$ cat config.mk
export PLATFORM = sky130hd
export DESIGN_NAME = fifo_stream_reader
export DESIGN_NICKNAME = d
export VERILOG_FILES = /design/src/rtl/fifo_stream_reader.sv
export SDC_FILE = /design/constraint.sdc
export NUM_CORES = 1
export LEC_CHECK = 0
export BUFFER_PORTS_ARGS = -buffer_cell sky130_fd_sc_hd__buf_2
export CORE_ASPECT_RATIO = 0.75
export CORE_MARGIN = 5
export CORE_UTILIZATION = 50
export DETAILED_ROUTE_END_ITERATION = 7
export PLACE_DENSITY = 0.76
export REMOVE_ABC_BUFFERS = 1
export SLEW_MARGIN = 10
export SYNTH_ARGS = -nofsm -noshare
export SYNTH_HDL_FRONTEND = slang
export SYNTH_SLANG_ARGS = --single-unit
$ cat constraint.sdc
create_clock -name i_clk -period 4.32 [get_ports i_clk]
set_clock_uncertainty 0.15 [all_clocks]
set_input_delay 0.432 -clock i_clk [delete_from_list [all_inputs] [get_ports i_clk]]
set_output_delay 0.432 -clock i_clk [all_outputs]
set_load 0.02 [all_outputs]
$ cat src/rtl/fifo_stream_reader.sv
// fifo_stream_reader: drains a synchronous FIFO with one-cycle registered read
// latency and re-presents its words on a valid/ready stream through a 3-entry
// skid buffer. The FIFO read request never depends on the consumer's ready.
module fifo_stream_reader #(
    parameter type         T     = logic [31:0],
    parameter int unsigned CNT_W = 16
) (
    input  logic             i_clk,
    input  logic             i_reset,
    input  logic             i_fifo_empty,
    input  T                 i_fifo_read_data,
    output logic             o_fifo_read_en,
    input  logic             i_flush,
    output logic             o_out_valid,
    input  logic             i_out_ready,
    output T                 o_out_data,
    output logic [CNT_W-1:0] o_rd_count
);

    localparam int unsigned DEPTH = 3;
    localparam int unsigned PTR_W = 2;

    typedef enum logic [1:0] {
        S_EMPTY = 2'd0,
        S_PART  = 2'd1,
        S_FULL  = 2'd2
    } state_t;

    state_t           r_state;
    T                 r_buf [0:DEPTH-1];
    logic [PTR_W-1:0] r_head;
    logic [PTR_W-1:0] r_tail;
    logic [PTR_W-1:0] r_occ;
    logic             r_infl;
    logic [CNT_W-1:0] r_rd_count;

    logic             w_read_en;
    logic             w_capture;
    logic             w_pop;
    logic [PTR_W-1:0] w_head_inc;
    logic [PTR_W-1:0] w_tail_inc;
    logic [PTR_W-1:0] w_occ_next;
    state_t           w_state_next;

    // Read request: room for the buffered plus in-flight words, never tied to out_ready.
    assign w_read_en = !i_reset && !i_fifo_empty && !i_flush &&
                       (({1'b0, r_occ} + {2'b00, r_infl}) < 3'(DEPTH));

    assign w_capture = r_infl && !i_flush;
    assign w_pop     = (r_state != S_EMPTY) && i_out_ready && !i_flush;

    assign w_head_inc = (r_head == PTR_W'(DEPTH - 1)) ? '0 : r_head + PTR_W'(1);
    assign w_tail_inc = (r_tail == PTR_W'(DEPTH - 1)) ? '0 : r_tail + PTR_W'(1);

    // Occupancy bookkeeping: capture and pop together leave occ unchanged.
    always_comb begin
        w_occ_next = r_occ;
        if (w_capture && !w_pop) begin
            w_occ_next = r_occ + PTR_W'(1);
        end else if (!w_capture && w_pop) begin
            w_occ_next = r_occ - PTR_W'(1);
        end
    end

    // Map occupancy onto the EMPTY / PART / FULL state encoding.
    always_comb begin
        w_state_next = S_PART;
        if (w_occ_next == '0) begin
            w_state_next = S_EMPTY;
        end else if (w_occ_next == PTR_W'(DEPTH)) begin
            w_state_next = S_FULL;
        end
    end

    // Skid buffer, pointers, in-flight flag and delivered-word counter.
    always_ff @(posedge i_clk or posedge i_reset) begin
        if (i_reset) begin
            r_state    <= S_EMPTY;
            r_head     <= '0;
            r_tail     <= '0;
            r_occ      <= '0;
            r_infl     <= 1'b0;
            r_rd_count <= '0;
            for (int i = 0; i < int'(DEPTH); i++) begin
                r_buf[i] <= '0;
            end
        end else if (i_flush) begin
            // Buffered and in-flight words are discarded; the count is kept.
            r_state <= S_EMPTY;
            r_head  <= '0;
            r_tail  <= '0;
            r_occ   <= '0;
            r_infl  <= 1'b0;
        end else begin
            r_infl  <= w_read_en;
            r_occ   <= w_occ_next;
            r_state <= w_state_next;
            if (w_capture) begin
                r_buf[r_tail] <= i_fifo_read_data;
                r_tail        <= w_tail_inc;
            end
            if (w_pop) begin
                r_head     <= w_head_inc;
                r_rd_count <= r_rd_count + CNT_W'(1);
            end
        end
    end

    assign o_fifo_read_en = w_read_en;
    assign o_out_valid    = (r_state != S_EMPTY);
    assign o_out_data     = r_buf[r_head];
    assign o_rd_count     = r_rd_count;

endmodule
==> reports/results.txt, run 1 <==
Slew HR: 33.3%
Final net count: 547
Maximum vdd drop: 0.000345 V
Crit-path cells: buf_4, nor2b_2, buf_4, nand2_1, o21ai_0, buf_2
CP Launch Type: register
Synth Cell Area: 5480 um^2
# resized after CTS: 0
Tcrit/Tclk final: 68.0%
Area Growth Syn to Fin: 21.4%
CORE AREA: 10,800 um^2
Largest net degree at the start of global routing: 50
Drt wl/cell: 17.4 um
Ranking of synthesized cells by area: dfrtp_1 55%, mux2_2 19%, mux2i_1 6.2%
Minimum clock period: 2.94 ns
Gpl congestion: 0.777
Max cap viols: 0
Clock buffer depth: 2
FP Rows: 33
Gr ovfl total: 0
Initial Util: 50.6%
Outcome: finished clean
Full die area: 13,200 um^2
Top cell by count, worst path: buf_4
Primary FF master, synth: dfrtp_1
Setup WS pre-CTS: 1.77 ns
Vias post-DR: 3,557
Crit-path leading delay family: buffers and inverters
Buffers & Inverters on Critical Path: 3
Final setup viols: 0
I/O pins: 87
DR DRC count: 0
Metal1 wirelength: 5360 um
Netlist cell types: 38
CTS buffer count: 17
WP data required: 3.74 ns
Clk sinks: 121
Die Width: 131 um
Finished Core Util: 61.4%
CTS tree: done
Die height: 101 um
Critical Path AT: 2.35 ns
Fin area: 6650 um^2
Number of synthesis warnings: 0
Slowest stage delay, CP: 0.58 ns
Worst Hold Class: in -> reg
Synth Instances: 416
Clk_lat worst skew: 0.41 ns
Sequential-to-total area share from yosys stat: 55.3%
Number of synthesized flops with an enable pin: 0
Placed insts: 626
Seq cells post-synth: 121
Max Used Layer: met4
WL final: 11,500 um
Most common cell in the netlist: dfrtp_1
Pins Over Slew Limit: 0
Setup CP Type: reg -> out
Initial antenna violation count: 0
RSZ-0062 raised after global routing: no
Synth Area per Inst: 13.2 um^2
First-pass GRT wire length: 19,100 um
Clk pin slew, worst setup/hold paths: 0.05 ns
Post-DR vias/cell: 5.40
WL met2: 5290 um
Drt pass-1 iters: 4
Power density cells: 544 nW/um^2
Non-Filler Instances: 659
Number of global-route vias before repair: 3,654
Fin Hold WS: 0.120 ns
Most common library cells after synthesis: 121 x dfrtp_1, 93 x mux2_2, 38 x nand2_1, 34 x mux2i_1, 30 x o21ai_0
Met3 WL: 628 um
Tot Pwr: 3.62 mW
DP Area: 5990 um^2
Setup_tns: 0 ns
LEAKAGE: 3.07 nW
Final hold violations: 0
Achievable Freq: 341 MHz
Worst setup EP type: output port
First DRT Iteration DRCs: 124
CTS HTree Levels: 4
Async set-reset flop share out of synthesis: 100%
Port buffer count: 86
CP max-delay cell: nor2b_2
Antenna diodes: 0
Synth area leader: dfrtp_1
Clock root buffer: clkbuf_16
Layout cell share with drive strength beyond 1: 44.7%
Worst-margin pin slew: 0.999 ns
Total track usage: 19.0%
Top cell type's share of synthesized area: 55.3%
Final ANT Viol Nets: 0
Final HPWL from detailed placement: 7320 um
Critical-path maximum fanout: 35
Final Worst Setup Slack: 1.38 ns
## flip-flops by register name, summed over array words and instances, names as in the netlist
| signal | flops |
|---|---|
| r_buf | 96 |
| o_rd_count | 16 |
| r_head | 2 |
| r_occ | 2 |
| r_state | 2 |
| r_tail | 2 |
| r_infl | 1 |
## cell type report
type                       count  area (um^2)
fill                         869         4170
multi-input combinational    271         2300
clock inverter                11          166
clock buffer                  21          480
sequential                   121         3030
timing repair buffer          94          493
tap                          140          175
inverter                       1         6.26
## metal layers
metal	vias up	global-route usage [%]
li1	1652	-
met1	1795	26.7
met4	0	6.96
met3	17	5.56
met5	-	0
met2	93	28.1
## cells by family (layout without fill, tap and decap cells)
logic type	Yosys count	after routing	share of synthesized area, %
AO/OA/AOI/OAI	39	39	3.86
AND/OR/NAND/NOR	77	77	7.70
adder cells (fa/ha/maj)	4	4	0.914
XOR/XNOR	19	19	3.04
flip-flops	121	121	55.3
buffers and inverters	24	127	2.83
multiplexers	132	132	26.4
## path summary, 6_finish.rpt
path | startpoint | end | slack [ns] | cells past startpoint
setup / recovery | r_head[0]$_DFFE_PP0P_ | o_out_data[27] | 1.38 | 6
hold / removal | i_fifo_read_data[0] | r_buf[0]$_DFFE_PP0P_ | 0.12 | 2
setup reg to reg | r_infl$_DFF_PP0_ | r_buf[58]$_DFFE_PP0P_ | 2.15 | 3
hold reg to reg | o_rd_count[15]$_DFFE_PP0P_ | o_rd_count[15]$_DFFE_PP0P_ | 0.32 | 1
max in group asynchronous | i_reset | o_rd_count[10]$_DFFE_PP0P_ | 2.45 | 4
min in group asynchronous | i_reset | r_buf[53]$_DFFE_PP0P_ | 0.54 | 3
## power breakdown
| group | leakage [nW] | switching [mW] | total, mW | internal (mW) |
|---|---|---|---|---|
| registers | 1.54 | 0.103 | 1.41 | 1.31 |
| logic | 1.23 | 0.391 | 0.677 | 0.286 |
| clock network | 0.311 | 0.504 | 1.53 | 1.03 |
| total | 3.07 | 0.998 | 3.62 | 2.62 |
## layout by cell type, fill, tap and decap left out, types with 8 or more instances in the layout
cell and n:
buf_2 86, clkbuf_16 17, nor2_1 8, o21ai_0 30, xor2_1 11, nand2_1 38, dfrtp_1 120, xnor2_1 8
mux2i_1 34, mux2_2 93
## repair_timing
action | in CTS | in global routing
hold endpoints to repair | 47 | 0
endpoints found under the setup margin | 0 | 0
setup buffers | 0 | 0
hold buffers | 1 | 0
Note: power is estimated with default switching activity, not from simulation.
==> run 2, diff against run 1 <==
--- a/config.mk
+++ b/config.mk
@@ -5,12 +5,13 @@
 export SDC_FILE = /design/constraint.sdc
 export NUM_CORES = 1
 export LEC_CHECK = 0
+export ABC_AREA = 1
 export BUFFER_PORTS_ARGS = -buffer_cell sky130_fd_sc_hd__buf_2
 export CORE_ASPECT_RATIO = 0.75
 export CORE_MARGIN = 5
 export CORE_UTILIZATION = 50
 export DETAILED_ROUTE_END_ITERATION = 7
-export PLACE_DENSITY = 0.76
+export PLACE_DENSITY = 0.75
 export REMOVE_ABC_BUFFERS = 1
 export SLEW_MARGIN = 10
 export SYNTH_ARGS = -nofsm -noshare
==> constraint.sdc (replaced) <==
create_clock -name i_clk -period 2.8 [get_ports i_clk]
set_clock_uncertainty 0.15 [all_clocks]
set_input_delay 0.28 -clock i_clk [delete_from_list [all_inputs] [get_ports i_clk]]
set_output_delay 0.28 -clock i_clk [all_outputs]
set_load 0.02 [all_outputs]
==> run 2 against run 1 <==
Count of clock-buffer cells in the layout is 1 lower. Non-clock buffer count is 7 higher. Power is 52% higher. Combinational power is 46% higher. Setup slack worse by 1.0 ns. Largest power group unchanged. Highest routed layer unchanged.
==> reports/results.txt, run 2 <==
Maximum vdd drop: 0.000516 V (+50%)
Netlist cell types: 25 (-34%)
Vias post-DR: 4,683 (+32%)
Fill count: 926 (+6.6%)
Top cell type's share of synthesized area: 52.8% (-2.5 points)
CORE AREA: 11,100 um^2 (+2.3%)
Critical Path AT: 2.00 ns (-0.35 ns)
Number of synthesized flops with an enable pin: 0 (unchanged)
Number of synthesis warnings: 0 (unchanged)
Clk_lat worst skew: 0.41 ns (about the same)
Drt pass-1 iters: 5 (+1)
Setup crit start: r_occ[0]$_DFF_PP0_
Met3 usage: 4.88% (-0.68 points)
Synth Area per Inst: 8.70 um^2 (-34%)
FP Rows: 33 (unchanged)
Total track usage: 20.5% (+1.5 points)
Max reg flops: 96 (unchanged)
LEAKAGE: 3.54 nW (+15%)
Worst setup EP type: output port
Largest Register: r_buf
Die Width: 134 um (+2.1%)
CTS HTree Levels: 4 (unchanged)
Pins Over Slew Limit: 0 (unchanged)
Met1 usage: 29.5% (+2.8 points)
Drt wl/cell: 14.8 um (-15%)
Synth Cell Area: 5730 um^2 (+4.7%)
Layout cell share with drive strength beyond 1: 25.1% (-20 points)
GR peak layer: met2
Critical-path maximum fanout: 5 (-86%)
CTS buffer count: 17 (unchanged)
Full die area: 13,700 um^2 (+4.3%)
WL final: 13,300 um (+16%)
Hold Path Cell Cnt: 3 (+1)
Seq cells post-synth: 121 (unchanged)
Clock buffer depth: 2 (unchanged)
Ranking of synthesized cells by area: dfrtp_1 53%, nand2_1 14%, o21ai_2 6.7%
Minimum clock period: 2.43 ns
Synth area leader: dfrtp_1
Die height: 103 um (+2.1%)
DR DRC count: 0 (unchanged)
Tot Pwr: 5.48 mW (+52%)
Post-CTS Setup Bufs: 0 (unchanged)
Power density cells: 790 nW/um^2 (+45%)
Primary FF master, synth: dfrtp_1
Final hold violations: 0 (unchanged)
Most common library cells after synthesis: 207 x nand2_1, 121 x dfrtp_1, 74 x nand3_1, 59 x inv_1, 44 x o21ai_2
Final setup viols: 0 (unchanged)
Achievable Freq: 412 MHz
Worst Hold Class: in -> reg
WP data required: 2.37 ns (-1.37 ns)
Worst r2r src: r_infl$_DFF_PP0_
Sequential-to-total area share from yosys stat: 52.8% (-2.5 points)
Final ANT Viol Nets: 0 (unchanged)
Most common cell in the netlist: nand2_1
RSZ-0062 raised after global routing: no
Setup CP Type: reg -> out
CTS tree: done
Gpl congestion: 0.847 (+9.1%)
Most frequent cells in the layout: 207 x nand2_1, 121 x dfrtp_1, 86 x buf_2
Async set-reset flop share out of synthesis: 100% (unchanged)
Slew HR: 52.0% (+19 points)
Outcome: finished clean
# resized after CTS: 0 (unchanged)
First DRT Iteration DRCs: 461 (+270%)
I/O pins: 87 (unchanged)
CP Launch Type: register
Port buffer count: 86 (unchanged)
Worst-margin pin slew: 0.721 ns (-0.278 ns)
Clock root buffer: clkbuf_16
Placed insts: 860 (+37%)
Tcrit/Tclk final: 86.7%
Post-DR vias/cell: 5.21 (-3.4%)
Hold Crit Start: i_fifo_read_data[6]
Max cap viols: 0 (unchanged)
Final HPWL from detailed placement: 8600 um (+17%)
Antenna diodes: 0 (unchanged)
Clk pin slew, worst setup/hold paths: 0.06 ns (about the same)
Gr ovfl total: 0 (unchanged)
Initial Util: 51.8% (+1.2 points)
Final net count: 786 (+44%)
Number of global-route vias before repair: 4,549 (+24%)
Synth Instances: 659 (+58%)
Reg2Reg Depth: 6 (+3)
Clk sinks: 121 (unchanged)
Non-Filler Instances: 898 (+36%)
First-pass GRT wire length: 22,600 um (+18%)
Initial antenna violation count: 0 (unchanged)
Largest net degree at the start of global routing: 122 (+140%)
Grt met2 use: 31.1% (+3.0 points)
Commonest non-fill, non-tap cell in the layout: nand2_1
Area Growth Syn to Fin: 21.1%
run 2: path summary, 6_finish.rpt:
check / slack, ns / endpoint
max in group asynchronous: 1.51 / r_buf[44]$_DFFE_PP0P_
min: 0.009 / r_buf[38]$_DFFE_PP0P_
max: 0.37 / o_fifo_read_en
max reg2reg: 0.82 / r_buf[87]$_DFFE_PP0P_
min in group asynchronous: 0.40 / r_buf[13]$_DFFE_PP0P_
min reg2reg: 0.33 / r_buf[78]$_DFFE_PP0P_
run 2: cell families after synthesis:
kind of cell	share of synthesized area (%)
simple gates	24.4
flops	52.8
compound gates	12.3
buf+inv	8.27
xor+xnor	1.38
fa+ha+maj	0.873
run 2: critical path, stage by stage (launching register included):
cell and delay [ns]:
dfrtp_1 0.43, ha_1 0.22, ha_1 0.28, a2111oi_0 0.41, buf_2 0.25
run 2: area by class of cell:
| class | instances | area (um^2) | area share, % |
|---|---|---|---|
| sequential | 121 | 3030 | 43.6 |
| multi-input combinational | 442 | 2240 | 32.3 |
| tap | 140 | 175 | 2.52 |
| clock inverter | 12 | 171 | 2.47 |
| timing repair buffer | 101 | 621 | 8.94 |
| inverter | 62 | 235 | 3.39 |
| clock buffer | 20 | 467 | 6.72 |
run 2: layer usage:
metal / part of all wire (%) / routed length, um / up-vias
met5: 0 / 0 / -
met1: 48 / 6330 / 2192
met4: 1.5 / 204 / 0
li1: - / - / 2296
met2: 45 / 5960 / 172
met3: 6.1 / 813 / 23
run 2: power breakdown:
group | switching, mW | leakage [nW] | total [mW] | internal [mW]
Clock | 0.787 | 0.308 | 2.34 | 1.55
Combinational | 0.621 | 1.63 | 0.991 | 0.369
Sequential | 0.167 | 1.61 | 2.15 | 1.98
Total | 1.57 | 3.54 | 5.48 | 3.91
run 2: per-stage QoR:
stage	worst slack, ns	hold slack, ns	setup TNS, ns	util, %	instance area (um^2)
2_1_floorplan	-1.74	0.193	-106.95	-	5490
3_3_place_gp	0.781	0.315	0	56.4	6240
3_5_place_dp	0.801	0.318	0	56.4	6240
4_1_cts	0.371	0.00374	0	62.7	6940
5_1_grt	0.239	0.0263	0	62.7	6940
6_report	0.372	0.00928	0	62.7	6940
run 2: timing repair:
action / 4_1_cts / 5_1_grt
hold endpoints to repair: 129 / 0
hold buffers: 6 / 0
endpoints found under the setup margin: 0 / 0
